### src/rtl/park_pkg.sv
// Shared constants for the car-park display: letter codes, display words,
// anode selects and the scan state type.
package park_pkg;

  localparam logic [3:0] LT_L = 4'd0;
  localparam logic [3:0] LT_U = 4'd1;
  localparam logic [3:0] LT_F = 4'd2;
  localparam logic [3:0] LT_O = 4'd3;
  localparam logic [3:0] LT_P = 4'd4;
  localparam logic [3:0] LT_E = 4'd5;
  localparam logic [3:0] LT_N = 4'd6;

  // Words packed {digit3, digit2, digit1, digit0}
  localparam logic [15:0] WORD_FULL = {LT_F, LT_U, LT_L, LT_L};
  localparam logic [15:0] WORD_OPEN = {LT_O, LT_P, LT_E, LT_N};

  // Active-low anode selects
  localparam logic [3:0] AN_OFF = 4'b1111;
  localparam logic [3:0] AN_D3  = 4'b0111;
  localparam logic [3:0] AN_D2  = 4'b1011;
  localparam logic [3:0] AN_D1  = 4'b1101;
  localparam logic [3:0] AN_D0  = 4'b1110;

  localparam logic [6:0] SEG_OFF = 7'b1111111;

  typedef enum logic {
    ST_BLANK,
    ST_DRIVE
  } scan_state_e;

  function automatic logic [3:0] an_sel(input logic [1:0] digit);
    case (digit)
      2'd3:    return AN_D3;
      2'd2:    return AN_D2;
      2'd1:    return AN_D1;
      default: return AN_D0;
    endcase
  endfunction

  function automatic logic [3:0] word_code(input logic [15:0] word, input logic [1:0] digit);
    return word[{digit, 2'b00} +: 4];
  endfunction

endpackage

### src/rtl/seven_seg.sv
// Combinational letter-code to 7-segment decoder, segments {a..g}, active-low.
module seven_seg
  import park_pkg::*;
(
  input  logic [3:0] code,
  output logic [6:0] seg
);

  // Map each letter code to its segment pattern; unused codes blank
  always_comb begin
    seg = SEG_OFF;
    case (code)
      LT_L:    seg = 7'b1110001;
      LT_U:    seg = 7'b1000001;
      LT_F:    seg = 7'b0111000;
      LT_O:    seg = 7'b0000001;
      LT_P:    seg = 7'b0011000;
      LT_E:    seg = 7'b0110000;
      LT_N:    seg = 7'b1101010;
      default: seg = SEG_OFF;
    endcase
  end

endmodule

### src/rtl/park_display_ctrl.sv
// Car-park occupancy counter with a 4-digit multiplexed "OPEn"/"FULL" display.
module park_display_ctrl
  import park_pkg::*;
#(
  parameter  int CAPACITY    = 8,
  parameter  int REFRESH_DIV = 100000,
  localparam int CNT_W       = $clog2(CAPACITY + 1)
) (
  input  logic             clk,
  input  logic             rst_n,
  input  logic             car_in,
  input  logic             car_out,
  output logic [CNT_W-1:0] count,
  output logic             full,
  output logic             reject,
  output logic [3:0]       an,
  output logic [6:0]       seg
);

  localparam int               TW     = $clog2(REFRESH_DIV);
  localparam logic [TW-1:0]    T_LAST = TW'(REFRESH_DIV - 1);
  localparam logic [CNT_W-1:0] CAP    = CNT_W'(CAPACITY);

  logic in_s1, in_s2, in_prev;
  logic out_s1, out_s2, out_prev;
  logic ev_in, ev_out;

  logic [CNT_W-1:0] count_d;
  logic             reject_d;

  scan_state_e state, state_d;
  logic [TW-1:0] timer, timer_d;
  logic [1:0]    digit, digit_d;
  logic [15:0]   word, word_d;
  logic [3:0]    code;
  logic [6:0]    seg_dec;

  // Two-flop synchronisers plus delayed copy for rising-edge detection
  always_ff @(posedge clk or negedge rst_n) begin
    if (!rst_n) begin
      in_s1    <= 1'b0;
      in_s2    <= 1'b0;
      in_prev  <= 1'b0;
      out_s1   <= 1'b0;
      out_s2   <= 1'b0;
      out_prev <= 1'b0;
    end else begin
      in_s1    <= car_in;
      in_s2    <= in_s1;
      in_prev  <= in_s2;
      out_s1   <= car_out;
      out_s2   <= out_s1;
      out_prev <= out_s2;
    end
  end

  assign ev_in  = in_s2 & ~in_prev;
  assign ev_out = out_s2 & ~out_prev;

  // Occupancy update rules; simultaneous entry and exit cancel out
  always_comb begin
    count_d  = count;
    reject_d = 1'b0;
    case ({ev_in, ev_out})
      2'b10: begin
        if (count != CAP) count_d = count + 1'b1;
        else              reject_d = 1'b1;
      end
      2'b01: begin
        if (count != '0) count_d = count - 1'b1;
        else             reject_d = 1'b1;
      end
      default: ;
    endcase
  end

  // Occupancy registers; full tracks the registered count in the same cycle
  always_ff @(posedge clk or negedge rst_n) begin
    if (!rst_n) begin
      count  <= '0;
      full   <= 1'b0;
      reject <= 1'b0;
    end else begin
      count  <= count_d;
      full   <= (count_d == CAP);
      reject <= reject_d;
    end
  end

  // Scan sequencing: one BLANK cycle then DRIVE until the slot timer wraps
  always_comb begin
    state_d = state;
    timer_d = timer;
    digit_d = digit;
    word_d  = word;
    case (state)
      ST_BLANK: begin
        state_d = ST_DRIVE;
        timer_d = timer + 1'b1;
      end
      ST_DRIVE: begin
        if (timer == T_LAST) begin
          state_d = ST_BLANK;
          timer_d = '0;
          digit_d = digit - 2'd1;
          // Word only changes as the scan wraps back to digit 3
          if (digit == 2'd0) word_d = full ? WORD_FULL : WORD_OPEN;
        end else begin
          timer_d = timer + 1'b1;
        end
      end
      default: state_d = ST_BLANK;
    endcase
  end

  // Scan state register
  always_ff @(posedge clk or negedge rst_n) begin
    if (!rst_n) begin
      state <= ST_BLANK;
      timer <= '0;
      digit <= 2'd3;
      word  <= WORD_OPEN;
    end else begin
      state <= state_d;
      timer <= timer_d;
      digit <= digit_d;
      word  <= word_d;
    end
  end

  assign code = word_code(word_d, digit_d);

  seven_seg u_seven_seg (
    .code (code),
    .seg  (seg_dec)
  );

  // Outputs are registered from the next-state values so an/seg line up with
  // the scan state of the same cycle and switch together on one edge
  always_ff @(posedge clk or negedge rst_n) begin
    if (!rst_n) begin
      an  <= AN_OFF;
      seg <= SEG_OFF;
    end else begin
      an  <= (state_d == ST_DRIVE) ? an_sel(digit_d) : AN_OFF;
      seg <= (state_d == ST_DRIVE) ? seg_dec : SEG_OFF;
    end
  end

endmodule
### config.mk
export PLATFORM = sky130hd
export DESIGN_NAME = park_display_ctrl
export DESIGN_NICKNAME = d
export VERILOG_FILES = /design/src/rtl/park_pkg.sv /design/src/rtl/seven_seg.sv /design/src/rtl/park_display_ctrl.sv
export SDC_FILE = /design/constraint.sdc
export NUM_CORES = 1
export LEC_CHECK = 0
export BUFFER_PORTS_ARGS = -buffer_cell sky130_fd_sc_hd__buf_4
export CORE_MARGIN = 5
export CORE_UTILIZATION = 31
export DETAILED_ROUTE_END_ITERATION = 12
export HOLD_SLACK_MARGIN = 0.02
export PLACE_DENSITY = 0.53
export SYNTH_ARGS = -nofsm -noshare
export SYNTH_HDL_FRONTEND = slang
export SYNTH_SLANG_ARGS = --single-unit
export TNS_END_PERCENT = 1
### constraint.sdc
create_clock -name clk -period 3.9 [get_ports clk]
set_input_delay 0.39 -clock clk [delete_from_list [all_inputs] [get_ports clk]]
set_output_delay 0.39 -clock clk [all_outputs]
set_load 0.02 [all_outputs]
### After elaboration in Yosys (flattened, before gate mapping)

Cells that the tools add are included.

* divide/modulo/power cells: 0
* shift operators: 1
* equality and inequality tests: 14
* mux-type cells: 20
* reduce and logical (&&, ||, !) cells: 3
* magnitude comparators: 0
* bitwise logic cells: 5
* multipliers: 0
* $add $sub $neg: 4

Operators with widths (count)
* $pmux W7 S7: 1
* $mux W16: 3
* $pmux W17 S2: 1
* $add A17 B1 Y17 const B: 1
* $eq A17 B17 Y1 const B: 1
* $mux W17: 1
* $shiftx A16 B5 Y4: 1
* $mux W13: 1
* $eq A4 B3 Y1 const B: 3
* $mux W4: 3
* $pmux W4 S3: 1
* $eq A4 B2 Y1 const B: 2
* $pmux W4 S2: 1
* $mux W7: 1
* $eq A2 B2 Y1 const B: 3
* $add A4 B1 Y4 const B: 1
* $eq A2 B1 Y1 const B: 2
* $eq A4 B1 Y1 const B: 1
* $eq A4 B4 Y1 const B: 1
* $logic_not A4 Y1: 1
* $mux W2: 2
* $ne A4 B4 Y1 const B: 1
* $pmux W1 S2: 2
* $reduce_bool A4 Y1: 1
* 6 further kinds: 11

* logic and storage cells: 62
* register bits after elaboration: 59
* ROM bits: 0
* output and inout port bits: 17
* latch bits: 0
* memories: 0
* RAM bits: 0
* input bits: 4

### Longest topological paths before layout

* word-level depth: 8
* mapped depth: 11
* mapped depth without buffers: 9

### Hierarchy

From an unflattened synthesis, not the netlist that was laid out.

* cells, all modules: 284
* area, all modules: 2972.9 µm²

By module, submodules not included
* park_display_ctrl: times used 1, area an instance 2887.8 µm², cells an instance 268
* seven_seg: times used 1, area an instance 85.1 µm², cells an instance 16

### Worst setup path before layout

No wires, ideal clock.

* kind: register to register
* start: register digit[0]
* end: register seg[3]
* cell stages (with the launch flop): 12
* required time: 3838 ps
* path slack: 849 ps
* setup time: 62 ps
* arrival time: 2989 ps
* cell sequence: dfstp_2 -> clkbuf_1 -> clkinv_1 -> ha_1 -> clkbuf_1 -> nand2b_1 -> a21oi_1 -> o211ai_1 -> a211oi_1 -> a221oi_4 -> maj3_1 -> nand2_1

* longest elaborated chain between the ends: 8
* elaborated cells between the ends (all ways): 17
* those cells by class: 1 x add/sub; 6 x eq/ne; 1 x shift; 7 x mux; 2 x reduce/logical

Ends and longest elaborated chain
* start: declaration: RTL line park_display_ctrl.sv:33 `logic [1:0] digit, digit_d;`
* start signal: assignment: RTL line park_display_ctrl.sv:126 `digit <= digit_d;`
* branches (longest 4 deep; another with $sub A2 B1 Y2)
* $shiftx A16 B5 Y4 (*): RTL line park_pkg.sv:41 `return word[{digit, 2'b00} +: 4];`
* $eq A4 B3 Y1, or another cell as far along: RTL line seven_seg.sv:12 `case (code)`
* $pmux W7 S7 (*): RTL line seven_seg.sv:12
* $mux W7 (*): RTL line park_display_ctrl.sv:146 `seg <= (state_d == ST_DRIVE) ? seg_dec : SEG_OFF;`
* end signal: assignment: RTL line park_display_ctrl.sv:146
* end: declaration: RTL line park_display_ctrl.sv:17 `output logic [6:0] seg`

Every way passes the cells marked *.

### Worst setup path in the final report

Same ends and word-level chain as after synthesis.

==> metrics.csv <==
metric;value;unit
vias;2031;
overflow;0;
gp_congestion;0.8732;
first_pass_iters;4;
min_period;2.892;ns
fin_worst_skew;0.006835;ns
status;complete, no violations;
path_clk_slew;0.07;ns
end_kind;register;
detail_route.wl_per_cell;14.37;um
drt_iter0_markers;192;
fmax;345.8;MHz
htreeDepth;3;
postSynthCellCount;268;
coreArea;9196;um^2
synth_area;2918;um^2
max_stage_delay;0.59;ns
synth_common_cells;39 x dfrtp_1, 23 x nor2_1, 20 x dfstp_2, 17 x nand2_1, 14 x inv_1;
post_cts_resized;0;
setup_viol;0;
cts_tree;yes;
cpMaxStageDelayCell;ha_1;
p_per_area;378.0;nW/um^2
relSlewSlack;51.65;%
cap_violations;0;
leakage;1.473;nW
min_period_over_period;74.14;%
instances_no_fill;406;
cp_max_fo;10;
tightest_slew;0.7252;ns
ant_nets;0;
grt_pass1_wl;10310;um
die_area;11450;um^2
synth.most_common_cell;dfrtp_1;
syn_nets;278;
critPathTopFamily;adder cells;
fin_util;36.68;%
ys.flop_type;dfrtp_1;
cts_root_buffer;clkbuf_8;
grt_usage;11.33;%
port_buffers;20;
cts_sinks;59;
synth_area_leaders;dfrtp_1 33%, dfstp_2 18%, nor2_1 3.0%;
numCtsBuffers;9;
insertion_delay;0.33;ns
num_rows;35;
rsz0062_at_grt;false;
antenna_found_initial;0;
dieHeight;107.0;um
critical_path_required;4.17;ns
cp_cell_sequence;clkinv_1 -> ha_1 -> nand2b_1 -> a21oi_1 -> o211ai_1 -> a211oi_1 -> a221oi_4 -> maj3_1 -> nand2_1;
async_reset_ff_share;100.0;%
drt-vias-per-instance;5.002;
wirelength;5833;um
critical_path_arrival;3.17;ns
synth.largest_area_cell;dfrtp_1;
vdd_drop_max;0.1275;mV
hp-class;primary input to asynchronous set/reset pin;
n_antenna_cell;0;
post_cts.repair.setup_buffers;0;
nNetsFinal;300;
yosysWarnings;0;
startpoint_type;register;
whs;0.1015;ns
die_w;107.0;um
initial_core_util;31.73;%
criticalPathCategory;register to register;
slew_viol_final;0;
synth-edff-count;0;
clockBufferDepth;2;
drive_gt1_share;24.41;%
hpwl;4033;um
yosys_register_bits;59;
synth_seq_area_share;51.46;%
io_pins;21;
postSynthAreaPerCell;10.89;um^2
grt_pass1_vias;2043;
fillCellCount;904;
hold_viol;0;
yosysUniqueCellTypes;58;
path_buf_inv;1;
synth_top_area_share;33.45;%
dp_slack;1.026;ns
hold_buffers;0;
setup_tns;0;ns
placed_cells;390;
drc;0;
grt_max_degree;60;
fin_ws;1.008;ns
areaGrowthSynthToFinish;15.61;%
==> path summary, 6_finish.rpt <==
kind / to / slack, ns / cells after the start / start
worst max register to register: seg[3]$_DFF_PN1_ / 1.01 / 9 / digit[0]$_DFF_PN1_
min in group clk: out_s1$_DFF_PN0_ / 0.16 / 1 / car_out
worst max-delay path: seg[3]$_DFF_PN1_ / 1.01 / 9 / digit[0]$_DFF_PN1_
max in group asynchronous: timer[0]$_DFF_PN0_ / 3.29 / 1 / rst_n
worst min-delay path: timer[2]$_DFF_PN0_ / 0.10 / 1 / rst_n
worst min register to register: out_s2$_DFF_PN0_ / 0.36 / 0 / out_s1$_DFF_PN0_
==> state kept, by name (all words and copies together) (netlist names) <==
| signal | cells |
|---|---|
| out_s1 | 1 |
| in_s2 | 1 |
| count | 4 |
| full | 1 |
| timer | 17 |
| state | 1 |
| seg | 7 |
| in_prev | 1 |
| out_prev | 1 |
| an | 4 |
| reject | 1 |
| digit | 2 |
| in_s1 | 1 |
| out_s2 | 1 |
| word | 16 |
==> cell usage in the layout, fill, tap and decap left out, drive strengths merged, types with 3 or more instances in the layout <==
cell	instances
a21o	7
a21oi	9
a31oi	5
and2	10
and3	3
and4	3
buf	22
clkbuf	16
dfrtp	39
dfstp	20
ha	6
inv	14
mux2i	4
nand2	17
nand2b	6
nand3	7
nand4	7
nor2	25
nor2b	3
nor3	5
nor3b	4
nor4	3
o21ai	8
o22ai	3
xnor2	8
xor2	9
==> logic make-up after synthesis <==
| kind of cell | Yosys count | share of synthesized area (%) |
|---|---|---|
| simple gates | 102 | 19.73 |
| flops | 59 | 51.46 |
| compound gates | 49 | 13.46 |
| buf+inv | 26 | 3.645 |
| xor+xnor | 17 | 5.103 |
| mux | 8 | 3.688 |
| fa+ha+maj | 7 | 2.916 |
==> metrics by stage <==
| step | power (mW) | cell area [um^2] |
|---|---|---|
| floorplan | 0.7009 | 2918 |
| global placement | 0.7344 | 3172 |
| detailed placement | 0.7362 | 3172 |
| CTS | 1.296 | 3373 |
| global route | 1.339 | 3373 |
| finish | 1.275 | 3373 |
==> layout make-up <==
type / count / area (um^2) / area share, %
tap: 111 / 138.9 / 4.117
sequential: 59 / 1501 / 44.51
timing repair buffer: 22 / 165.2 / 4.896
multi-input combinational: 183 / 1310 / 38.84
inverter: 15 / 56.30 / 1.669
clock buffer: 16 / 201.4 / 5.972
==> where the power goes <==
part | leakage (nW) | internal [mW] | switching, mW
sequential | 0.718 | 0.622 | 0.0120
combinational | 0.653 | 0.0346 | 0.0558
clock | 0.102 | 0.323 | 0.228
==> layer usage <==
| metal | share of wire, % | GRT usage, % | vias to the layer above |
|---|---|---|---|
| met5 | 0 | 0 | - |
| met2 | 48 | 17.63 | 25 |
| met1 | 48 | 14.94 | 1006 |
| met3 | 3.0 | 2.830 | 8 |
| met4 | 1.7 | 4.932 | 0 |
| li1 | - | - | 992 |
Note: power is estimated with default switching activity, not from simulation.
